$ cat config.mk
export PLATFORM = sky130hd
export DESIGN_NAME = bin_to_bcd_conv
export DESIGN_NICKNAME = d
export VERILOG_FILES = /design/src/rtl/bcd_pkg.sv /design/src/rtl/bcd_digit_adj.sv /design/src/rtl/bin_to_bcd_conv.sv
export SDC_FILE = /design/constraint.sdc
export NUM_CORES = 1
export LEC_CHECK = 0
export CAP_MARGIN = 0
export CORE_UTILIZATION = 49
export CTS_CLUSTER_SIZE = 25
export DETAILED_ROUTE_END_ITERATION = 7
export MAX_ROUTING_LAYER = met4
export PLACE_DENSITY = 0.75
export SLEW_MARGIN = 25
export SYNTH_ARGS = -nofsm -noshare
export SYNTH_HDL_FRONTEND = slang
export SYNTH_SLANG_ARGS = --single-unit
$ cat constraint.sdc
create_clock -name clk -period 1.7 [get_ports clk]
set_clock_uncertainty 0.1 [all_clocks]
set_input_delay 0.17 -clock clk [delete_from_list [all_inputs] [get_ports clk]]
set_output_delay 0.17 -clock clk [all_outputs]
set_load 0.01 [all_outputs]
$ cat src/rtl/bcd_pkg.sv
// Shared types and constants for the binary-to-BCD converter.
package bcd_pkg;

  localparam int BCD_DIGIT_W = 4;

  typedef enum logic [1:0] {
    IDLE,
    SHIFT,
    DONE
  } conv_state_t;

  // Largest decimal value representable in the given number of BCD digits.
  function automatic longint unsigned max_dec_value(input int digits);
    longint unsigned v;
    v = 1;
    for (int i = 0; i < digits; i++) v = v * 10;
    return v - 1;
  endfunction

  // Saturation word with every nibble set to 9 (up to 16 digits).
  function automatic logic [63:0] all_nines(input int digits);
    logic [63:0] v;
    v = '0;
    for (int i = 0; i < digits && i < 16; i++) v[i*BCD_DIGIT_W +: BCD_DIGIT_W] = 4'h9;
    return v;
  endfunction

endpackage

$ cat src/rtl/bcd_digit_adj.sv
// Double-dabble digit correction cell: adds 3 to a BCD digit that is 5 or more.
module bcd_digit_adj
  import bcd_pkg::*;
(
  input  logic [BCD_DIGIT_W-1:0] digit,
  output logic [BCD_DIGIT_W-1:0] adj
);

  always_comb begin
    adj = digit;
    if (digit >= 4'd5) adj = digit + 4'd3;
  end

endmodule

$ cat src/rtl/bin_to_bcd_conv.sv
// Sequential shift-and-add-3 binary-to-BCD converter with start/done handshake.
// Optional macro SIGNED_INPUT_EN treats bin_in as two's complement and reports the sign on neg.
module bin_to_bcd_conv
  import bcd_pkg::*;
#(
  parameter int BIN_W  = 14,
  parameter int DIGITS = 4
) (
  input  logic                          clk,
  input  logic                          rst_n,
  input  logic                          start,
  input  logic [BIN_W-1:0]              bin_in,
  output logic                          busy,
  output logic                          done,
  output logic [BCD_DIGIT_W*DIGITS-1:0] bcd_out,
  output logic                          ovf,
  output logic                          neg
);

  localparam int OUT_W = BCD_DIGIT_W * DIGITS;
  localparam int ACC_W = BCD_DIGIT_W * (DIGITS + 1);
  localparam int CNT_W = $clog2(BIN_W);
  localparam logic [OUT_W-1:0] SAT_VAL = OUT_W'(all_nines(DIGITS));

  conv_state_t state_q, state_d;
  logic [CNT_W-1:0] cnt_q;
  logic [ACC_W-1:0] acc_q, acc_adj;
  logic [BIN_W-1:0] sr_q, mag;
  logic             lost_q;
  logic             done_q;
  logic [OUT_W-1:0] bcd_q;
  logic             ovf_q;
  logic             accept;
  logic             ovf_d;

  // The done cycle is spent in IDLE, so busy also covers it to block an accept there.
  assign busy    = (state_q != IDLE) || done_q;
  assign accept  = start && !busy;
  assign done    = done_q;
  assign bcd_out = bcd_q;
  assign ovf     = ovf_q;

  // A set bit in the guard digit, or one shifted out past it, means the value exceeds DIGITS digits.
  assign ovf_d = lost_q || (acc_q[ACC_W-1 -: BCD_DIGIT_W] != '0);

  for (genvar g = 0; g < DIGITS + 1; g++) begin : g_adj
    bcd_digit_adj u_adj (
      .digit (acc_q[g*BCD_DIGIT_W +: BCD_DIGIT_W]),
      .adj   (acc_adj[g*BCD_DIGIT_W +: BCD_DIGIT_W])
    );
  end

`ifdef SIGNED_INPUT_EN
  logic sign_q;
  logic neg_q;

  // Negation at BIN_W bits maps the most-negative value onto its unsigned magnitude.
  assign mag = bin_in[BIN_W-1] ? (~bin_in + 1'b1) : bin_in;
  assign neg = neg_q;

  always_ff @(posedge clk) begin
    if (!rst_n) begin
      sign_q <= 1'b0;
      neg_q  <= 1'b0;
    end else begin
      if (accept) sign_q <= bin_in[BIN_W-1];
      if (state_q == DONE) neg_q <= sign_q;
    end
  end
`else
  assign mag = bin_in;
  assign neg = 1'b0;
`endif

  // NOTE: sequential state uses non-blocking assignments so every register samples pre-edge values.
  always_ff @(posedge clk) begin
    if (!rst_n) state_q <= IDLE;
    else        state_q <= state_d;
  end

  // NOTE: state_d gets a default before the case so no latch is inferred on unlisted paths.
  always_comb begin
    state_d = state_q;
    case (state_q)
      IDLE:    if (accept) state_d = SHIFT;
      SHIFT:   if (cnt_q == '0) state_d = DONE;
      DONE:    state_d = IDLE;
      default: state_d = IDLE;
    endcase
  end

  // NOTE: the working registers are reset too, so an aborted conversion leaves no residue.
  always_ff @(posedge clk) begin
    if (!rst_n) begin
      cnt_q  <= '0;
      acc_q  <= '0;
      sr_q   <= '0;
      lost_q <= 1'b0;
      done_q <= 1'b0;
      bcd_q  <= '0;
      ovf_q  <= 1'b0;
    end else begin
      done_q <= (state_q == DONE);
      case (state_q)
        IDLE: begin
          if (accept) begin
            sr_q   <= mag;
            acc_q  <= '0;
            cnt_q  <= CNT_W'(BIN_W - 1);
            lost_q <= 1'b0;
          end
        end
        SHIFT: begin
          {acc_q, sr_q} <= {acc_adj[ACC_W-2:0], sr_q, 1'b0};
          lost_q        <= lost_q | acc_adj[ACC_W-1];
          if (cnt_q != '0) cnt_q <= cnt_q - 1'b1;
        end
        DONE: begin
          bcd_q <= ovf_d ? SAT_VAL : acc_q[OUT_W-1:0];
          ovf_q <= ovf_d;
        end
        default: ;
      endcase
    end
  end

endmodule
Word level (Yosys, flattened, before mapping)
Index checks and enable logic that the tools add are counted.
{"block": "op_classes", "mux": 18, "bitwise": 1, "n_eq_ne": 5, "magnitude_cmp": 5, "n_shift": 0, "div": 0, "mul": 0, "reduce_logical": 13, "add_sub_neg": 6}
{"operator": "20-bit case mux with 2 select lines", "n": 1}
{"operator": "4-bit 2-to-1 mux", "n": 7}
{"operator": "14-bit case mux with 2 select lines", "n": 1}
{"operator": "4-bit by 2-bit adder with 4-bit output, second input constant", "n": 5}
{"operator": "4-bit by 3-bit >= comparator with 1-bit output, second input constant", "n": 5}
{"operator": "20-bit 2-to-1 mux", "n": 1}
{"operator": "16-bit 2-to-1 mux", "n": 1}
{"operator": "14-bit 2-to-1 mux", "n": 1}
{"operator": "4-bit case mux with 2 select lines", "n": 1}
{"operator": "4-bit nonzero test", "n": 2}
{"operator": "2-bit != test, second input constant", "n": 3}
{"operator": "4-bit zero test", "n": 1}
{"operator": "2-bit 2-to-1 mux", "n": 2}
{"operator": "2-bit case mux with 2 select lines", "n": 1}
{"operator": "2-bit AND reduction", "n": 2}
{"operator": "2-bit nonzero test", "n": 2}
{"operator": "4-bit by 1-bit subtractor with 4-bit output, second input constant", "n": 1}
{"operator": "3-bit AND reduction", "n": 1}
{"operator": "2-bit by 1-bit == test with 1-bit output, second input constant", "n": 1}
{"operator": "2-bit == test, second input constant", "n": 1}
{"operator": "2-bit zero test", "n": 1}
{"operator": "1-bit logical OR", "n": 2}
{"operator": "1-bit case mux with 2 select lines", "n": 1}
{"operator": "1-bit logical AND", "n": 1}
{"operator": "other kinds (3)", "n": 3}
{"block": "word_totals", "input_bits": 17, "elab_cells": 56, "ramBits": 0, "output_inout_bits": 20, "latch_bits": 0, "n_memories": 0, "romBits": 0, "ff_bits": 59}

Longest topological paths before layout
{"block": "depth", "depth_word": 6, "mapped_depth": 6, "mapped_depth_nobuf": 6}

Modules after synthesis
Synthesis repeated with hierarchy kept, for this count alone.
{"block": "hier_totals", "cells_unflattened": 351, "area_unflattened_um2": 2951.6}
{"mod": "bin_to_bcd_conv", "cells_each": 271, "seq_area_each_um2": 1181.1, "instances": 1, "area_each_um2": 2444.8}
{"mod": "bcd_digit_adj", "cells_each": 16, "seq_area_each_um2": 0.0, "instances": 5, "area_each_um2": 101.3}

Least setup slack after synthesis
OpenSTA, ideal clock, no wires.
{"block": "synth_timing", "path_type": "register to register", "from": "register acc_q[16]", "to": "register bcd_q[0] (netlist: bcd_out[0])", "arrival_time_ns": 1.383, "path_buffers": 0, "setup_time_ns": 0.119, "required_ns": 1.481, "stages_incl_launch_ff": 6, "setup_slack_ns": 0.098, "synth_period_minus_slack_ns": 1.602, "cell_sequence": "dfxtp_1 inv_1 ha_1 nor4b_1 nand2_1 o221a_2"}
{"block": "synth_via", "elab_chain_len": 3}
{"item": "from (decl)", "line": "bin_to_bcd_conv.sv:27", "rtl": "logic [ACC_W-1:0] acc_q, acc_adj;"}
{"item": "from (signal assigned)", "line": "bin_to_bcd_conv.sv:114", "rtl": "{acc_q, sr_q} <= {acc_adj[ACC_W-2:0], sr_q, 1'b0};"}
{"item": "4-bit nonzero test", "line": "bin_to_bcd_conv.sv:44", "rtl": "assign ovf_d = lost_q || (acc_q[ACC_W-1 -: BCD_DIGIT_W] != '0);"}
{"item": "1-bit logical OR", "line": "bin_to_bcd_conv.sv:44"}
{"item": "16-bit 2-to-1 mux", "line": "bin_to_bcd_conv.sv:119", "rtl": "bcd_q <= ovf_d ? SAT_VAL : acc_q[OUT_W-1:0];"}
{"item": "to (signal assigned)", "line": "bin_to_bcd_conv.sv:119"}
{"item": "to (decl)", "line": "bin_to_bcd_conv.sv:31", "rtl": "logic [OUT_W-1:0] bcd_q;"}
No other way between the ends.
A chain may end at the register's enable or synchronous reset.

Worst setup path after layout
{"block": "layout_timing", "from": "register state_q[1]", "to": "register cnt_q[3]"}
{"block": "layout_via", "elab_chain_len": 6, "word_cells_on_any_way": 11, "cone_classes": "eq/ne: 3; mux: 1; reduce/logical: 7"}
{"item": "from (decl)", "line": "bin_to_bcd_conv.sv:25", "rtl": "conv_state_t state_q, state_d;"}
{"item": "from (signal assigned)", "line": "bin_to_bcd_conv.sv:78", "rtl": "else state_q <= state_d;"}
{"item": "2-bit nonzero test", "line": "bin_to_bcd_conv.sv:37", "rtl": "assign busy = (state_q != IDLE) || done_q;"}
{"item": "1-bit logical OR", "line": "bin_to_bcd_conv.sv:37"}
{"item": "1-bit zero test", "line": "bin_to_bcd_conv.sv:38", "rtl": "assign accept = start && !busy;"}
{"item": "1-bit logical AND", "line": "bin_to_bcd_conv.sv:38"}
{"item": "2-bit != test (no line)"}
{"item": "3-bit AND reduction (no line)"}
{"item": "to (signal assigned)", "line": "bin_to_bcd_conv.sv:109", "rtl": "cnt_q <= CNT_W'(BIN_W - 1);"}
{"item": "to (signal assigned)", "line": "bin_to_bcd_conv.sv:116", "rtl": "if (cnt_q != '0) cnt_q <= cnt_q - 1'b1;"}
{"item": "to (decl)", "line": "bin_to_bcd_conv.sv:26", "rtl": "logic [CNT_W-1:0] cnt_q;"}
Parallel ways exist; a longest one is shown, timed or not.

==> impl_metrics.toml <==
[run_status]
status = "completed"

[global_routing]
antenna_found_initial = 0
overflow = 0
grt_max_degree = 57
grt_pass1_vias = 2270
grt_pass1_wl_mm = 10.3
groute.usage.overall_pct = 23.0

[logic_synthesis]
synth_top_area_share_pct = 42.8
syn_nets = 339
ys_seq_area_share_pct = 42.8
synth_flop_cell = "dfxtp_1"
synth.area.top_cells = "dfxtp_1 (43%), nand2_1 (7.3%), ha_1 (5.4%)"
synthArstFlopShare_pct = 0
syn_area_mm2 = 0.00276
synth.avg_cell_area_um2 = 8.90
synth_warnings = 0
synth_top_area_cell = "dfxtp_1"
synth-edff-count = 0
synth.ff_latch_count = 59
synth.distinct_cells = 43
syn_inst = 310

[critical_path]
critPathLaunch = "state_q[1]"
cp-start-kind = "flop"
required_ns = 1.89
cp.arrival_ns = 1.82
crit_type = "flop to flop"
cp-endpoint = "cnt_q[3]"
r2r-end = "cnt_q[3]"
end_kind = "flop"
ff2ff_path_depth = 4
r2r_start = "state_q[1]"
r2r_setup_slack_ns = 0.07
cp_max_fo = 7

[power_and_ir_drop]
ir_worst_vdd_v = 0.000536
p_leak_uw = 0.00152
p_per_area_mw_per_mm2 = 1000

[timing]
maxSlewViolCount = 0
slew_headroom_pct = 49.2
hold_viol = 0
fin_setup_tns_ns = 0
fin_crit_sh_pct = 95.9
rsz0062_at_grt = "no"
fmax_mhz = 613
worst_slew_pin_slew_ns = 0.761
setup-violations-final = 0
period_needed_ns = 1.63

[cts]
cts.clk_slew.worst_paths_ns = 0.07
clk-insertion-delay-late_ns = 0.34
postCtsHoldBufs = 0
htreeDepth = 3
cts_root_buffer = "clkbuf_8"
clock_path_buffers = 2
cts_buffers = 9
cts_sinks = 59
cts_tree = "done"

[placed_design]
port_buffers = 35
place_area_mm2 = 0.00330
hpwl_mm = 3.92
place_congestion = 0.860
place_inst = 415

[finish]
design_area_mm2 = 0.00357
area_growth_syn_to_layout_pct = 29.3
drive_above_1_share_pct = 14.7
fillers = 453
nNetsFinal = 385
antenna_cells = 0
multi_input_area_mm2 = 0.00147
stdcell_count = 431
regArea_mm2 = 0.00118

[floorplanning]
dieArea_mm2 = 0.00594
initial_core_util_pct = 52.4
rows = 26
core_mm2 = 0.00527
io_pins = 37
die_h_um = 77.1
dieWidth_um = 77.1

[drt]
drt_first_pass_iters = 4
wl_per_cell_um = 13.6
via_per_inst = 5.44
drc = 0
drt_wl_total_mm = 5.85
vias = 2344
antenna_left = 0
drt_iter0_drc = 133

[worst_hold_path]
hold_class = "input port to flop"

[flow_run]
maxCapViolCount = 0
## layout by cell type (no fill, tap or decap), drive strengths merged, types with 5 or more instances in the layout
| master | n |
|---|---|
| a21oi | 17 |
| a22o | 5 |
| buf | 21 |
| clkbuf | 9 |
| clkdlybuf4s50 | 34 |
| dfxtp | 59 |
| ha | 12 |
| inv | 13 |
| nand2 | 54 |
| nand2b | 7 |
| nand3 | 20 |
| nand4 | 9 |
| o211a | 15 |
| o21ai | 14 |
| o221a | 8 |
| o31a | 5 |
| xnor2 | 9 |
## how the worst min path moves through the flow
stage,startpoint,end,slack (ns),cells after the start
2_1_floorplan,bin_in[0],sr_q[0],0.23,2
3_3_place_gp,bcd_out[5],bcd_out[5],0.34,2
3_5_place_dp,bcd_out[6],bcd_out[6],0.35,2
4_1_cts,bin_in[0],sr_q[0],0.34,3
5_1_grt,bcd_out[10],bcd_out[10],0.38,2
6_report,bin_in[0],sr_q[0],0.35,3
## worst max-delay path, cell delays in order, from the launching register on
cell	delay [ns]
dfxtp_1	0.36
or4b_1	0.72
o21ai_2	0.15
o21a_1	0.14
o211a_1	0.12
## final cells by class
cell class,instances,area share [%]
multi-input combinational,217,41.1
sequential,59,33.1
timing repair buffer,56,15.3
clock buffer,9,3.47
clock inverter,7,3.26
tap,70,2.45
inverter,13,1.37
## metrics by stage
step	total power, uW	utilization (%)	hold slack (ns)	worst slack (ns)
finish	3580	67.7	0.352	0.0693
global route	3760	67.7	0.380	0.000334
CTS	3610	67.4	0.341	0.0504
detailed placement	2060	62.7	0.346	-0.113
global placement	2050	62.7	0.343	-0.0940
floorplan	1860	-	0.229	0.0978
## cell usage after synthesis, drive strengths merged (2+ instances only)
| cell type | number |
|---|---|
| nand2 | 54 |
| nor2 | 3 |
| inv | 13 |
| o21ai | 14 |
| o221a | 8 |
| and2 | 3 |
| nand3 | 20 |
| a21oi | 17 |
| buf | 10 |
| o21a | 2 |
| nand3b | 4 |
| xnor2 | 9 |
| nor2b | 3 |
| a32o | 4 |
| nor3 | 2 |
| ha | 12 |
| xor2 | 2 |
| o31a | 5 |
| nand4b | 4 |
| a21o | 4 |
| o211a | 15 |
| nand4 | 9 |
| dfxtp | 59 |
| nand2b | 7 |
| a22o | 5 |
| clkbuf | 11 |
## where the power goes
| part | leakage (uW) | total, uW | switching [uW] | internal, uW |
|---|---|---|---|---|
| Clock | 0.000119 | 1540 | 575 | 970 |
| Sequential | 0.000480 | 1510 | 53.7 | 1460 |
| Combinational | 0.000920 | 520 | 263 | 257 |
| Total | 0.00152 | 3580 | 891 | 2690 |
## sequential cells by signal, indices dropped and copies added (netlist names)
| signal | count |
|---|---|
| acc_q | 20 |
| bcd_out | 16 |
| cnt_q | 4 |
| done | 1 |
| lost_q | 1 |
| ovf | 1 |
| sr_q | 14 |
| state_q | 2 |
## kinds of logic (layout without fill, tap and decap cells)
family	Yosys count	count (layout)	share of synthesized area [%]
compound gates	77	77	21.7
xor+xnor	11	11	3.49
fa+ha+maj	12	12	5.44
buf+inv	34	85	5.17
flops	59	59	42.8
mux	2	2	0.771
other cells	1	1	0.136
simple gates	114	114	20.5
## layer usage
| layer | share of wire (%) | track usage [%] |
|---|---|---|
| met5 | 0 | - |
| met4 | 2.6 | 12.5 |
| met3 | 3.9 | 4.76 |
| met2 | 49 | 37.0 |
| met1 | 45 | 26.8 |
## what timing repair did
| item | in CTS | in global routing |
|---|---|---|
| gates resized for setup | 3 | 3 |
| setup endpoints to repair | 17 | 12 |
| setup buffers | 0 | 0 |
No activity file was read; power rests on OpenSTA's default activity.
